===== config.mk =====
export PLATFORM = sky130hd
export DESIGN_NAME = frame_receiver_flat
export DESIGN_NICKNAME = d
export VERILOG_FILES = /design/src/rtl/frame_receiver_if.sv /design/src/rtl/frame_receiver.sv /design/src/flat_wrapper.sv
export SDC_FILE = /design/constraint.sdc
export NUM_CORES = 1
export LEC_CHECK = 0
export ABC_AREA = 1
export CORE_MARGIN = 3
export CORE_UTILIZATION = 55
export DETAILED_ROUTE_END_ITERATION = 12
export PLACE_DENSITY_LB_ADDON = 0.3
export RECOVER_POWER = 50
export SYNTH_ARGS = -nofsm -noshare
export SYNTH_HDL_FRONTEND = slang
export SYNTH_SLANG_ARGS = --single-unit

===== constraint.sdc =====
create_clock -name clk -period 2.75 [get_ports clk]
set_input_delay 0.275 -clock clk [delete_from_list [all_inputs] [get_ports clk]]
set_output_delay 0.275 -clock clk [all_outputs]
set_load 0.02 [all_outputs]

===== src/rtl/frame_receiver_if.sv =====
// frame_receiver_if: transmitter-side and consumer-side handshake signals of the frame receiver
//   slave  : the receiver's view (takes in_valid/in_data/out_ready, drives in_ready/ack/nak/out_data/out_valid)
//   master : the environment's view (mirror of slave)
interface frame_receiver_if;
  logic       in_valid;
  logic [9:0] in_data;
  logic       in_ready;
  logic       ack;
  logic       nak;
  logic [8:0] out_data;
  logic       out_valid;
  logic       out_ready;
  modport slave (input in_valid, in_data, out_ready, output in_ready, ack, nak, out_data, out_valid);
  modport master(output in_valid, in_data, out_ready, input in_ready, ack, nak, out_data, out_valid);
endinterface


===== src/rtl/frame_receiver.sv =====
// frame_receiver: parity-checking word receiver with ack/nak handshake feeding a FIFO
//   clk        : system clock, rising edge
//   clear_n    : asynchronous active-low reset
//   bus        : handshake bundle (slave view)
//   fifo_count : occupied FIFO entries
//   err_count  : saturating parity-failure count
//   overflow   : sticky, a good word was dropped on a full FIFO
module frame_receiver #(
  parameter int DEPTH = 4,
  parameter int CW    = 8
) (
  input  logic                     clk,
  input  logic                     clear_n,
  frame_receiver_if.slave          bus,
  output logic [$clog2(DEPTH):0]   fifo_count,
  output logic [CW-1:0]            err_count,
  output logic                     overflow
);
  localparam int AW = $clog2(DEPTH);
  typedef enum logic [1:0] {IDLE, CHECK, RESP} state_t;
  state_t        state_q, state_d;
  logic [9:0]    hold_q, hold_d;
  logic [AW-1:0] wr_ptr_q, wr_ptr_d, rd_ptr_q, rd_ptr_d;
  logic [AW:0]   cnt_q, cnt_d;
  logic [CW-1:0] err_q, err_d;
  logic          ovf_q, ovf_d, ack_q, ack_d, nak_q, nak_d;
  logic          par_ok, full, wr, pop;
  logic [8:0]    mem_q [DEPTH];
  // Fullness is judged on the registered count, so a same-cycle pop never makes room for the write.
  assign par_ok = ~^hold_q;
  assign full   = cnt_q == (AW+1)'(DEPTH);
  assign pop    = bus.out_ready && cnt_q != '0;
  always_comb begin
    state_d  = state_q == IDLE ? (bus.in_valid ? CHECK : IDLE) : state_q == CHECK ? RESP : IDLE;
    hold_d   = state_q == IDLE && bus.in_valid ? bus.in_data : hold_q;
    wr       = state_q == CHECK && par_ok && !full;
    ack_d    = wr;
    nak_d    = state_q == CHECK && !(par_ok && !full);
    err_d    = state_q == CHECK && !par_ok ? err_q + CW'(!(&err_q)) : err_q;
    ovf_d    = ovf_q || (state_q == CHECK && par_ok && full);
    wr_ptr_d = wr_ptr_q + AW'(wr);
    rd_ptr_d = rd_ptr_q + AW'(pop);
    cnt_d    = cnt_q + (AW+1)'(wr) - (AW+1)'(pop);
  end
  always_ff @(posedge clk or negedge clear_n) begin
    if (!clear_n) begin
      state_q  <= IDLE;
      hold_q   <= '0;
      wr_ptr_q <= '0;
      rd_ptr_q <= '0;
      cnt_q    <= '0;
      err_q    <= '0;
      ovf_q    <= 1'b0;
      ack_q    <= 1'b0;
      nak_q    <= 1'b0;
    end else begin
      state_q  <= state_d;
      hold_q   <= hold_d;
      wr_ptr_q <= wr_ptr_d;
      rd_ptr_q <= rd_ptr_d;
      cnt_q    <= cnt_d;
      err_q    <= err_d;
      ovf_q    <= ovf_d;
      ack_q    <= ack_d;
      nak_q    <= nak_d;
    end
  end
  // Storage is deliberately left unreset; the empty check on out_data hides stale entries.
  always_ff @(posedge clk) begin
    if (wr) mem_q[wr_ptr_q] <= hold_q[8:0];
  end
  assign bus.in_ready  = state_q == IDLE;
  assign bus.ack       = ack_q;
  assign bus.nak       = nak_q;
  assign bus.out_valid = cnt_q != '0;
  assign bus.out_data  = cnt_q != '0 ? mem_q[rd_ptr_q] : 9'h000;
  assign fifo_count    = cnt_q;
  assign err_count     = err_q;
  assign overflow      = ovf_q;
endmodule


===== src/flat_wrapper.sv =====
// flat-port wrapper written by rule: the top's interface ports become plain ports
module frame_receiver_flat 
#(
  parameter int DEPTH = 4,
  parameter int CW    = 8
)
  (clk, clear_n, fifo_count, err_count, overflow, bus_in_valid, bus_in_data, bus_out_ready, bus_in_ready, bus_ack, bus_nak, bus_out_data, bus_out_valid);
  frame_receiver_if bus_i ();
  input  logic clk;
  input  logic clear_n;
  output logic [$clog2(DEPTH):0] fifo_count;
  output logic [CW-1:0] err_count;
  output logic overflow;
  input wire logic [$bits(bus_i.in_valid)-1:0] bus_in_valid;
  input wire logic [$bits(bus_i.in_data)-1:0] bus_in_data;
  input wire logic [$bits(bus_i.out_ready)-1:0] bus_out_ready;
  output wire logic [$bits(bus_i.in_ready)-1:0] bus_in_ready;
  output wire logic [$bits(bus_i.ack)-1:0] bus_ack;
  output wire logic [$bits(bus_i.nak)-1:0] bus_nak;
  output wire logic [$bits(bus_i.out_data)-1:0] bus_out_data;
  output wire logic [$bits(bus_i.out_valid)-1:0] bus_out_valid;
  assign bus_i.in_valid = bus_in_valid;
  assign bus_i.in_data = bus_in_data;
  assign bus_i.out_ready = bus_out_ready;
  assign bus_in_ready = bus_i.in_ready;
  assign bus_ack = bus_i.ack;
  assign bus_nak = bus_i.nak;
  assign bus_out_data = bus_i.out_data;
  assign bus_out_valid = bus_i.out_valid;
  frame_receiver #(.DEPTH(DEPTH), .CW(CW)) u_core (.clk(clk), .clear_n(clear_n), .bus(bus_i), .fifo_count(fifo_count), .err_count(err_count), .overflow(overflow));
endmodule

# [Word-level counts from Yosys, hierarchy flattened]
# Memory sizes are Yosys's and may differ from the RTL's.
# Index checks and enable logic that the tools add are counted.
[op_classes] eq_ne=2 n_mux=6 addsub=5 n_reduce_logical=17
[op_table] cell="$reduce_xnor A10 Y1" n=1
[op_table] cell="$mux W9" n=1
[op_table] cell="$add A8 B1 Y8" n=1
[op_table] cell="$logic_and A1 B1 Y1" n=8
[op_table] cell="$reduce_and A8 Y1" n=1
[op_table] cell="$add A2 B1 Y2" n=2
[op_table] cell="$logic_not A1 Y1" n=4
[op_table] cell="$mux W2" n=2
[op_table] cell="$add A3 B1 Y3" n=1
[op_table] cell="$eq A3 B3 Y1 const B" n=1
[op_table] cell="$mux W1" n=3
[op_table] cell="$reduce_bool A3 Y1" n=1
[op_table] cell="$sub A3 B1 Y3" n=1
[op_table] cell="$eq A2 B1 Y1 const B" n=1
[op_table] cell="$logic_not A2 Y1" n=1
[op_table] cell="$logic_or A1 B1 Y1" n=1
[totals] wordCells=40 ramBits=36 memories=1 in_bits=14 ff_bits=30 output_inout_bits=25
[mem_list] name="u_core.mem_q" words=4 word_bits=9 read_ports=1 rd_ports_with_merged_regs=0 wr=1 line_no="frame_receiver.sv:28" rtl="logic [8:0] mem_q [DEPTH];"

# [Logic depth before layout (Yosys ltp)]
# Gate-level depths: netlist of run 1.
[logic_depth] ltp_word=5 mapped_depth=14 ltp_nobuf=14

# [Least setup slack after synthesis of run 1]
# OpenSTA, ideal clock, no wires.
[synth_timing] kind="reg2reg" from="register u_core.cnt_q[2] (netlist: u_core.fifo_count[2])" to="register u_core.cnt_q[2] (netlist: u_core.fifo_count[2])" synth_period_minus_slack_ns=2.194 path_stages_with_launch=10 t_required_ns=2.628 setup_slack_ns=0.556 n_path_buf=1 setup_time_ns=0.122 t_arrival_ns=2.072 path_cell_list="dfrtp_1 nor3_1 clkbuf_1 nor2_1 ha_1 inv_1 ha_1 inv_1 fa_1 xor2_1"
[synth_via] elab_chain_len=5 word_cells_on_any_way=7 cone_classes="add/sub (2); eq/ne (1); reduce/logical (4)"
[synth_rtl] element="start, declared" line_no="frame_receiver.sv:24" rtl="logic [AW:0] cnt_q, cnt_d;"
[synth_rtl] element="start signal, assigned" line_no="frame_receiver.sv:61" rtl="cnt_q <= cnt_d;"
[synth_rtl] element="$eq A3 B3 Y1" line_no="frame_receiver.sv:31" rtl="assign full = cnt_q == (AW+1)'(DEPTH);"
[synth_rtl] element="$logic_not A1 Y1" line_no="frame_receiver.sv:36" rtl="wr = state_q == CHECK && par_ok && !full;"
[synth_rtl] element="$logic_and A1 B1 Y1" line_no="frame_receiver.sv:36"
[synth_rtl] element="$add A3 B1 Y3" line_no="frame_receiver.sv:43" rtl="cnt_d = cnt_q + (AW+1)'(wr) - (AW+1)'(pop);"
[synth_rtl] element="$sub A3 B1 Y3 (*)" line_no="frame_receiver.sv:43"
[synth_rtl] element="named net u_core.cnt_d[2]" line_no="frame_receiver.sv:24"
# The timed path passes the listed nets; every way through them passes the cells marked *.
# A chain may end at the register's enable or synchronous reset.

# [Worst setup path after layout of run 1]
[layout_timing] from="register u_core.cnt_q[0] (netlist: u_core.fifo_count[0])" to="register u_core.cnt_q[2] (netlist: u_core.fifo_count[2])"
# The elaborated chain is that of the path after synthesis.

==> results of run 1 <==
## power by group
group / leakage [nW] / total, mW / internal (mW) / switching [mW]
Clock: 0.103 / 0.882 / 0.509 / 0.373
Sequential: 0.706 / 1.48 / 1.27 / 0.205
Combinational: 0.789 / 1.67 / 0.673 / 0.997
Total: 1.60 / 4.03 / 2.45 / 1.57
## metal layers
| layer | global-route usage (%) | share of wire [%] | vias up |
|---|---|---|---|
| met2 | 35.0 | 51 | 69 |
| li1 | - | - | 1107 |
| met3 | 3.40 | 3.6 | 10 |
| met1 | 27.1 | 44 | 1074 |
| met4 | 9.12 | 1.7 | 0 |
| met5 | 0 | 0 | - |
## Yosys cell counts (2+ instances only)
library cell and count:
sky130_fd_sc_hd__o21ai_0 19, sky130_fd_sc_hd__nand2_1 79, sky130_fd_sc_hd__o21ai_1 9, sky130_fd_sc_hd__inv_2 4, sky130_fd_sc_hd__nor3_1 2, sky130_fd_sc_hd__nand3_1 4, sky130_fd_sc_hd__dfrtp_1 30, sky130_fd_sc_hd__xnor2_1 2
sky130_fd_sc_hd__clkbuf_1 3, sky130_fd_sc_hd__nor2_1 41, sky130_fd_sc_hd__a21oi_1 9, sky130_fd_sc_hd__nor2_2 6, sky130_fd_sc_hd__xor2_1 7, sky130_fd_sc_hd__ha_1 6, sky130_fd_sc_hd__nand2_2 10, sky130_fd_sc_hd__nand3_4 3
sky130_fd_sc_hd__inv_1 24, sky130_fd_sc_hd__buf_2 3, sky130_fd_sc_hd__edfxtp_1 36, sky130_fd_sc_hd__nand3_2 9
## final timing paths
| check | end | depth (start not counted) |
|---|---|---|
| worst min register to register | u_core.overflow | 1 |
| max in group asynchronous | u_core.rd_ptr_q[0] | 2 |
| worst max register to register | u_core.fifo_count[2] | 9 |
| worst max-delay path | u_core.fifo_count[2] | 9 |
| min in group asynchronous | u_core.fifo_count[2] | 2 |
| worst min-delay path | u_core.overflow | 1 |
## timing repair
| item | CTS | global route |
|---|---|---|
| endpoints found under the setup margin | 0 | 1 |
| resized for setup | 0 | 1 |
| buffers inserted | 0 | 0 |
## area by class of cell
cell class | instances | area [um^2]
clock buffer | 9 | 124
clock inverter | 7 | 92.6
fill | 384 | 1510
inverter | 29 | 109
multi-input combinational | 213 | 1140
sequential | 66 | 1830
tap | 70 | 87.6
timing repair buffer | 42 | 399
## cell families (layout without fill, tap and decap cells)
| family | count (synthesis) | after routing | share of synthesized area (%) |
|---|---|---|---|
| XOR/XNOR | 9 | 9 | 2.52 |
| AO/OA/AOI/OAI | 38 | 38 | 6.28 |
| AND/OR/NAND/NOR | 159 | 159 | 24.8 |
| buffers and inverters | 37 | 87 | 4.84 |
| flip-flops | 66 | 66 | 58.6 |
| adder cells (fa/ha/maj) | 7 | 7 | 3.04 |
## registers in the layout, summed over array words and instances (netlist names)
signal,count
u_core.bus.nak,1
u_core.overflow,1
u_core.fifo_count,3
u_core.bus.ack,1
u_core.hold_q,10
u_core.mem_q,36
u_core.err_count,8
u_core.rd_ptr_q,2
u_core.wr_ptr_q,2
u_core.state_q,2
## layout by cell type (no fill, tap or decap), types with 2 or more instances in the layout
cell type | Yosys | final
sky130_fd_sc_hd__nand3_2 | 9 | 9
sky130_fd_sc_hd__nor2_1 | 41 | 41
sky130_fd_sc_hd__o21ai_0 | 19 | 19
sky130_fd_sc_hd__o21ai_1 | 9 | 9
sky130_fd_sc_hd__a21oi_1 | 9 | 9
sky130_fd_sc_hd__inv_1 | 24 | 24
sky130_fd_sc_hd__clkbuf_8 | 0 | 9
sky130_fd_sc_hd__edfxtp_1 | 36 | 36
sky130_fd_sc_hd__xnor2_1 | 2 | 2
sky130_fd_sc_hd__nand2_1 | 79 | 79
sky130_fd_sc_hd__nor3_1 | 2 | 2
sky130_fd_sc_hd__nand3_4 | 3 | 3
sky130_fd_sc_hd__clkinvlp_4 | 0 | 2
sky130_fd_sc_hd__nand3_1 | 4 | 4
sky130_fd_sc_hd__dfrtp_1 | 30 | 29
sky130_fd_sc_hd__clkbuf_1 | 3 | 3
sky130_fd_sc_hd__clkinv_1 | 1 | 2
sky130_fd_sc_hd__inv_2 | 4 | 4
sky130_fd_sc_hd__bufinv_16 | 0 | 2
sky130_fd_sc_hd__xor2_1 | 7 | 7
sky130_fd_sc_hd__nand2_2 | 10 | 10
sky130_fd_sc_hd__nor2_2 | 6 | 6
sky130_fd_sc_hd__ha_1 | 6 | 6
sky130_fd_sc_hd__clkdlybuf4s50_1 | 0 | 37
## stage by stage
stage               std cells  util [%]  total power [mW]  setup slack (ns)  hold WS (ns)
global route              436      71.5              4.30             0.191         0.513
detailed placement        420      67.6              3.16             0.587         0.464
finish                    436      71.5              4.03             0.319         0.497
CTS                       436      71.7              4.05             0.155         0.348
floorplan                 316         -              2.56             0.556       -0.0206
global placement          420      67.6              3.10             0.624         0.461
==> out/metrics.cfg, run 1 <==
[global_route]
via_count_of_the_first_global_routing_pass = 2231
globalRouteTotalUtil_pct = 21.0
maximum_number_of_pins_on_one_net_before_global_route_repair = 31
grt_pass1_wl_um = 10400
overflow = 0
grt_antenna_before_repair = 0

[floorplanning]
fp.dieH_um = 81.4
start_util_pct = 59.0
core_area_mm2 = 0.00530
die_width_um = 81.4
num_io_pins = 39
die_area_mm2 = 0.00663
placementRows = 26

[worst_setup_path]
r2r_setup_slack_ns = 0.32
timing.critical_path.slowest_cell_delay_ns = 0.47
worstSetupStartpoint = u_core.fifo_count[0]
crit_path_end_kind = flop
r2r_start = u_core.fifo_count[0]
cpLargestDelayFamily = adder cells
critical_path.n_buffers_inverters = 3
setup.worst_path.class = reg2reg
critPathRequiredTime_ns = 2.97
launching_element_type_of_the_critical_path = flop
cp_cell_sequence = nor3_1 > clkbuf_1 > nor2_1 > ha_1 > inv_1 > ha_1 > inv_1 > fa_1 > xor2_1
worst-endpoint-arrival_ns = 2.65
critical_path.max_fanout = 11
crit_path_top_delay_cell = sky130_fd_sc_hd__clkbuf_1

[sta]
period_share_pct = 88.4
final_hold_viol_count = 0
fin_setup_tns_ns = 0
minimum_period_implied_by_the_final_worst_setup_slack_ns = 2.43
transition_time_at_the_pin_with_the_least_slew_margin_ns = 1.58
slew_viol_final = 31
setup_viol_count_final = 0
worst_slew_margin_rel_pct = -5.08
clock_skew_ns = 0.0107
setup_repair_after_global_routing_missed_its_margin = false
achievable-frequency_mhz = 411

[synthesis]
yosysWarningCount = 0
ys_top_cells_by_area = sky130_fd_sc_hd__edfxtp_1 35%, sky130_fd_sc_hd__dfrtp_1 24%, sky130_fd_sc_hd__nand2_1 9.5%
async_reset_ff_share_pct = 45.5
postSynthRegisterBits = 66
fraction_of_post_synthesis_cell_area_in_the_top_cell_type_by_area_pct = 34.6
post_synth_num_cell_types = 30
synth_top_area_cell = sky130_fd_sc_hd__edfxtp_1
number_of_enable_flip_flop_cells_after_synthesis = 36
postSynthNetCount = 337
post_synth_inst_count = 316
sequential_element_share_of_the_synthesized_area_pct = 58.6
avgSynthCellArea_um2 = 9.90
yosys_most_used_dff = sky130_fd_sc_hd__edfxtp_1
syn_area_mm2 = 0.00313

[layout]
fin_area_mm2 = 0.00379
area_growth_syn_to_layout_pct = 21.2
drive_above_1_share_pct = 14.2
antenna_cells = 0
nets = 382

[drt]
first_pass_iters = 4
initialDrtViolationCount = 79
via_count = 2260
drt-wirelength-per-cell_um = 13.9
ant_nets = 0
vias_per_cell = 5.18
drt_wl_total_um = 6050
drt_drc_violations_left = 0

[clock_tree]
clock_tree.buffer_depth = 2
htree_levels = 3
cts_buffers = 9
clock-sinks = 66
cts.clk_slew.worst_paths_ns = 0.08
post_cts_hold_buffer_count = 0
clockRootBuffer = sky130_fd_sc_hd__clkbuf_8
clk_latency_ns = 0.33
cts_tree = yes

[min_path]
min-delay-start = u_core.overflow
min_path_type = reg2reg

[power_and_ir_drop]
largest_vdd_supply_drop_v = 0.000564
power_density_mw_per_mm2 = 1060
total_leakage_power_nw = 1.60

[job]
number_of_max_cap_violations = 1

[placement]
hpwlAfterDp_um = 3990
dpl_cell_area_mm2 = 0.00358
io_buffers = 38
gpl.final_weighted_congestion = 0.855

[run_status]
violated_checks = capacitance limit, slew limit
run_status = finished with violations

Power figures use the tool's default switching activity.
==> inputs of run 2 (changes only) <==
- CORE_MARGIN: 3 -> 2
==> out/metrics.cfg, run 2 (synthesized netlist as in run 1, its figures left out) <==
[run_status]
run_status = finished with violations
violated_checks = capacitance limit, slew limit

[drt]
drt_wl_total_um = 5960
ant_nets = 0
first_pass_iters = 7
drt-wirelength-per-cell_um = 13.6
vias_per_cell = 5.07
initialDrtViolationCount = 146
drt_drc_violations_left = 0
via_count = 2217

[floorplanning]
die_width_um = 79.4
placementRows = 27
core_area_mm2 = 0.00551
fp.dieH_um = 79.4
die_area_mm2 = 0.00631
num_io_pins = 39
start_util_pct = 56.8

[layout]
final_core_density_pct = 68.3
largest_reg_flops = 36
max_flop_register = u_core.mem_q
antenna_cells = 0
layout_common_cells = 79 x sky130_fd_sc_hd__nand2_1, 41 x sky130_fd_sc_hd__nor2_1, 37 x sky130_fd_sc_hd__clkdlybuf4s50_1, 36 x sky130_fd_sc_hd__edfxtp_1, 30 x sky130_fd_sc_hd__dfrtp_1
nets = 381
most_common_cell_after_layout_fill_and_taps_aside = sky130_fd_sc_hd__nand2_1
area_growth_syn_to_layout_pct = 20.2
drive_above_1_share_pct = 13.7
nFillCells = 456

[placement]
gpl.final_weighted_congestion = 0.848
hpwlAfterDp_um = 4130
io_buffers = 38

[global_route]
globalRouteTotalUtil_pct = 21.5
via_count_of_the_first_global_routing_pass = 2267
overflow = 0
maximum_number_of_pins_on_one_net_before_global_route_repair = 31
grt_antenna_before_repair = 0
grt_pass1_wl_um = 10100

[worst_setup_path]
setup.worst_path.class = reg2out
r2r_start = u_core.fifo_count[1]
timing.critical_path.slowest_cell_delay_ns = 0.63
critical_path.n_buffers_inverters = 2
r2r_setup_slack_ns = 0.34
crit_path_top_delay_cell = sky130_fd_sc_hd__clkdlybuf4s50_1
worst-endpoint-arrival_ns = 2.29
crit_path_end_kind = primary output
cpLargestDelayFamily = buffers and inverters
worst_r2r_path_depth = 9
critical_path.max_fanout = 11
critPathRequiredTime_ns = 2.48
launching_element_type_of_the_critical_path = flop
timing.rr.end = u_core.fifo_count[2]
cp_cell_sequence = clkinv_1 > nor2_1 > o21ai_1 > a21oi_1 > clkdlybuf4s50_1

[power_and_ir_drop]
largest_vdd_supply_drop_v = 0.000557
p_int_mw = 2.34
total_leakage_power_nw = 1.58
combinationalPowerShare_pct = 41.5
power_density_mw_per_mm2 = 1040
pwr_total_mw = 3.91
clockPowerShare_pct = 20.3
total_switching_power_mw = 1.57
net_switching_fraction_of_the_power_pct = 40.1
power.share.sequential_pct = 38.2

[sta]
transition_time_at_the_pin_with_the_least_slew_margin_ns = 1.73
final_hold_viol_count = 0
period_share_pct = 93.1
minimum_period_implied_by_the_final_worst_setup_slack_ns = 2.56
fin_setup_tns_ns = 0
setup_repair_after_global_routing_missed_its_margin = false
slew_viol_final = 31
achievable-frequency_mhz = 390
worst_slew_margin_rel_pct = -15.4
whs_ns = 0.501
clock_skew_ns = 0.00728
setup_viol_count_final = 0

[min_path]
min-delay-start = bus_in_data[7]
min_delay_path_depth = 3
hold-path-endpoint = u_core.hold_q[7]
min_path_type = in2reg

[clock_tree]
clock-sinks = 66
cts.repair_timing.setup_buffer_count = 0
post_cts_hold_buffer_count = 0
htree_levels = 3
clock_tree.buffer_depth = 2
clk_latency_ns = 0.34
cts_tree = yes
post_cts_resized = 0
cts_buffers = 9
clockRootBuffer = sky130_fd_sc_hd__clkbuf_8
cts.clk_slew.worst_paths_ns = 0.07

[job]
number_of_max_cap_violations = 1

run 2: worst max path at each step:
| stage | to | slack [ns] | depth (start not counted) | startpoint |
|---|---|---|---|---|
| floorplan | u_core.fifo_count[2] | 0.56 | 9 | u_core.fifo_count[2] |
| global placement | bus_out_data[8] | 0.58 | 5 | u_core.rd_ptr_q[1] |
| detailed placement | u_core.fifo_count[2] | 0.55 | 14 | u_core.hold_q[8] |
| CTS | bus_out_data[4] | 0.19 | 5 | u_core.rd_ptr_q[1] |
| global route | bus_out_data[4] | 0.02 | 5 | u_core.rd_ptr_q[1] |
| finish | bus_out_data[4] | 0.19 | 5 | u_core.rd_ptr_q[1] |
run 2: worst register-to-register path: stages, from the launching register on:
cell and delay [ns]:
sky130_fd_sc_hd__dfrtp_1 0.44, sky130_fd_sc_hd__nor3_1 0.16, sky130_fd_sc_hd__clkbuf_1 0.46, sky130_fd_sc_hd__nor2_1 0.15
sky130_fd_sc_hd__ha_1 0.30, sky130_fd_sc_hd__inv_1 0.06, sky130_fd_sc_hd__ha_1 0.15, sky130_fd_sc_hd__inv_1 0.05
sky130_fd_sc_hd__fa_1 0.37, sky130_fd_sc_hd__xor2_1 0.17
run 2: final cells by class:
class | instances | area [um^2] | share of cell area, %
clock buffers | 9 | 124 | 3.29
clock inverters | 7 | 70.1 | 1.86
inverters | 29 | 109 | 2.89
multi-input cells | 213 | 1140 | 30.4
flip-flops and latches | 66 | 1830 | 48.7
well taps | 72 | 90.1 | 2.40
repair buffers | 41 | 392 | 10.4
run 2: power groups by stage:
stage               combinational (mW)  clock (mW)  sequential (mW)
CTS                               1.65       0.806             1.49
global route                      1.80       0.849             1.52
global placement                  1.59           0             1.50
detailed placement                1.64           0             1.51
finish                            1.62       0.793             1.49
floorplan                         1.08           0             1.48
run 2: routing by layer:
layer	wire (um)	track usage (%)
met1	2620	26.1
met2	3040	36.5
met3	209	5.43
met4	93	9.14
met5	0	0
run 2: through the flow:
| stage | setup WS, ns | cells | instance area, um^2 |
|---|---|---|---|
| after floorplan | 0.556 | 316 | 3130 |
| after global placement | 0.584 | 421 | 3580 |
| after detailed placement | 0.552 | 421 | 3580 |
| after CTS | 0.188 | 437 | 3770 |
| after global routing | 0.0250 | 437 | 3760 |
| final | 0.189 | 437 | 3760 |
==> inputs of run 3 (changes only) <==
- SETUP_SLACK_MARGIN: not set -> 0.5
- SLEW_MARGIN: not set -> 10
==> out/metrics.cfg, run 3 (synthesized netlist as in run 1, its figures left out) <==
[min_path]
min_path_type = in2reg

[sta]
period_share_pct = 77.9
achievable-frequency_mhz = 467
whs_ns = 0.496
fin_setup_tns_ns = 0
setup_repair_after_global_routing_missed_its_margin = true
clock_skew_ns = 0.00833
final.setup.worst_slack_ns = 0.609
transition_time_at_the_pin_with_the_least_slew_margin_ns = 1.76
final_hold_viol_count = 0
minimum_period_implied_by_the_final_worst_setup_slack_ns = 2.14
slew_viol_final = 31
worst_slew_margin_rel_pct = -17.1
setup_viol_count_final = 0

[drt]
first_pass_iters = 6
drt-wirelength-per-cell_um = 13.9
vias_per_cell = 5.11
drt_drc_violations_left = 0
via_count = 2264
initialDrtViolationCount = 114
ant_nets = 0
drt_wl_total_um = 6140

[global_route]
via_count_of_the_first_global_routing_pass = 2282
grt.met3_usage_pct = 4.41
grt_pass1_wl_um = 10200
grt_antenna_before_repair = 0
overflow = 0
globalRoute.busiestLayer = met2
globalRouteTotalUtil_pct = 21.7
maximum_number_of_pins_on_one_net_before_global_route_repair = 31
gr-usage-met1_pct = 26.1
use_met2_pct = 37.1

[power_and_ir_drop]
power_density_mw_per_mm2 = 1040
pwr_total_mw = 3.99
total_leakage_power_nw = 1.70
largest_vdd_supply_drop_v = 0.000531

[layout]
layout_common_cells = 79 x sky130_fd_sc_hd__nand2_1, 42 x sky130_fd_sc_hd__nor2_1, 36 x sky130_fd_sc_hd__edfxtp_1, 28 x sky130_fd_sc_hd__clkdlybuf4s50_1, 25 x sky130_fd_sc_hd__dfrtp_1
drive_above_1_share_pct = 15.9
largest_reg_flops = 36
fin_area_mm2 = 0.00385
nets = 387
final_core_density_pct = 69.9
area_growth_syn_to_layout_pct = 23.1
max_flop_register = u_core.mem_q
antenna_cells = 0
instances_no_fill = 443
most_common_cell_after_layout_fill_and_taps_aside = sky130_fd_sc_hd__nand2_1

[worst_setup_path]
critical_path.n_buffers_inverters = 3
critPathRequiredTime_ns = 2.98
crit_path_end_kind = flop
crit_path_top_delay_cell = sky130_fd_sc_hd__dfrtp_1
cpLargestDelayFamily = simple AND/OR/NAND/NOR gates
worst-endpoint-arrival_ns = 2.37
critical_path.max_fanout = 7
cpMostUsedCell = sky130_fd_sc_hd__nand2_1
launching_element_type_of_the_critical_path = flop
setup.worst_path.class = reg2reg
timing.critical_path.slowest_cell_delay_ns = 0.48
cp_cell_sequence = inv_1 > nand2_1 > nand2_1 > nand2_1 > nand2_1 > nand3_4 > nand3_4 > inv_2 > ha_1 > inv_1 > fa_1 > xor2_1

[floorplanning]
core_area_mm2 = 0.00551
start_util_pct = 56.8
num_io_pins = 39
die_area_mm2 = 0.00631
die_width_um = 79.4
placementRows = 27
fp.dieH_um = 79.4

[clock_tree]
htree_levels = 3
clock-sinks = 66
clock_tree.buffer_depth = 2
cts.clk_slew.worst_paths_ns = 0.07
cts_buffers = 9
clockRootBuffer = sky130_fd_sc_hd__clkbuf_8
clk_latency_ns = 0.34
cts_tree = yes

[placement]
io_buffers = 38
hpwlAfterDp_um = 4130
dp.cells = 421
dpl_cell_area_mm2 = 0.00358
pre_cts_ws_ns = 0.552
gpl.final_weighted_congestion = 0.848

[run_status]
run_status = finished with violations
violated_checks = capacitance limit, slew limit

[job]
number_of_max_cap_violations = 1

[run 3: cell types whose count changed in the layout (fill, tap and decap cells not counted), sizes merged]
| cell | before | now |
|---|---|---|
| buf | 0 | 4 |
| clkdlybuf4s50 | 37 | 28 |
| clkbuf | 12 | 14 |
| dlygate4sd2 | 0 | 1 |
| dlymetal6s2s | 0 | 8 |
[run 3: worst register-to-register path, stage by stage (launching register included)]
cell                      delay [ns]
sky130_fd_sc_hd__dfrtp_1        0.48
sky130_fd_sc_hd__inv_1          0.11
sky130_fd_sc_hd__nand2_1        0.08
sky130_fd_sc_hd__nand2_1        0.07
sky130_fd_sc_hd__nand2_1        0.07
sky130_fd_sc_hd__nand2_1        0.10
sky130_fd_sc_hd__nand3_4        0.15
sky130_fd_sc_hd__nand3_4        0.13
sky130_fd_sc_hd__inv_2          0.11
sky130_fd_sc_hd__ha_1           0.16
sky130_fd_sc_hd__inv_1          0.05
sky130_fd_sc_hd__fa_1           0.37
sky130_fd_sc_hd__xor2_1         0.17
[run 3: area by class of cell]
type                            instances  area, um^2
Inverter                               29         113
Clock inverter                          7        70.1
Sequential cell                        66        1840
Timing Repair Buffer                   47         473
Fill cell                             438        1660
Tap cell                               72        90.1
Clock buffer                            9         124
Multi-Input combinational cell        213        1140
[run 3: path summary, 6_finish.rpt]
check / slack, ns / startpoint / endpoint / depth (start not counted)
setup reg to reg: 0.61 / u_core.hold_q[0] / u_core.fifo_count[2] / 12
hold reg to reg: 0.52 / u_core.overflow / u_core.overflow / 1
hold / removal: 0.50 / bus_in_data[6] / u_core.hold_q[6] / 3
min in group asynchronous: 0.93 / clear_n / u_core.fifo_count[1] / 2
max in group asynchronous: 0.67 / clear_n / u_core.hold_q[8] / 2
setup / recovery: 0.61 / u_core.hold_q[0] / u_core.fifo_count[2] / 12
[run 3: layer usage]
| layer | up-vias | share of wire (%) |
|---|---|---|
| met5 | - | 0 |
| met2 | 49 | 51 |
| met3 | 12 | 3.1 |
| met4 | 0 | 2.0 |
| li1 | 1126 | - |
| met1 | 1077 | 44 |
[run 3: power by group]
part | internal, mW | total, mW | switching [mW]
sequential | 1.27 | 1.44 | 0.164
clock | 0.415 | 0.789 | 0.375
combinational | 0.711 | 1.76 | 1.05
total | 2.40 | 3.99 | 1.59
[run 3: repair_timing]
item	in CTS	in global routing
setup endpoints to repair	9	10
hold buffers	0	0
buffers inserted	2	4
resized for setup	6	15
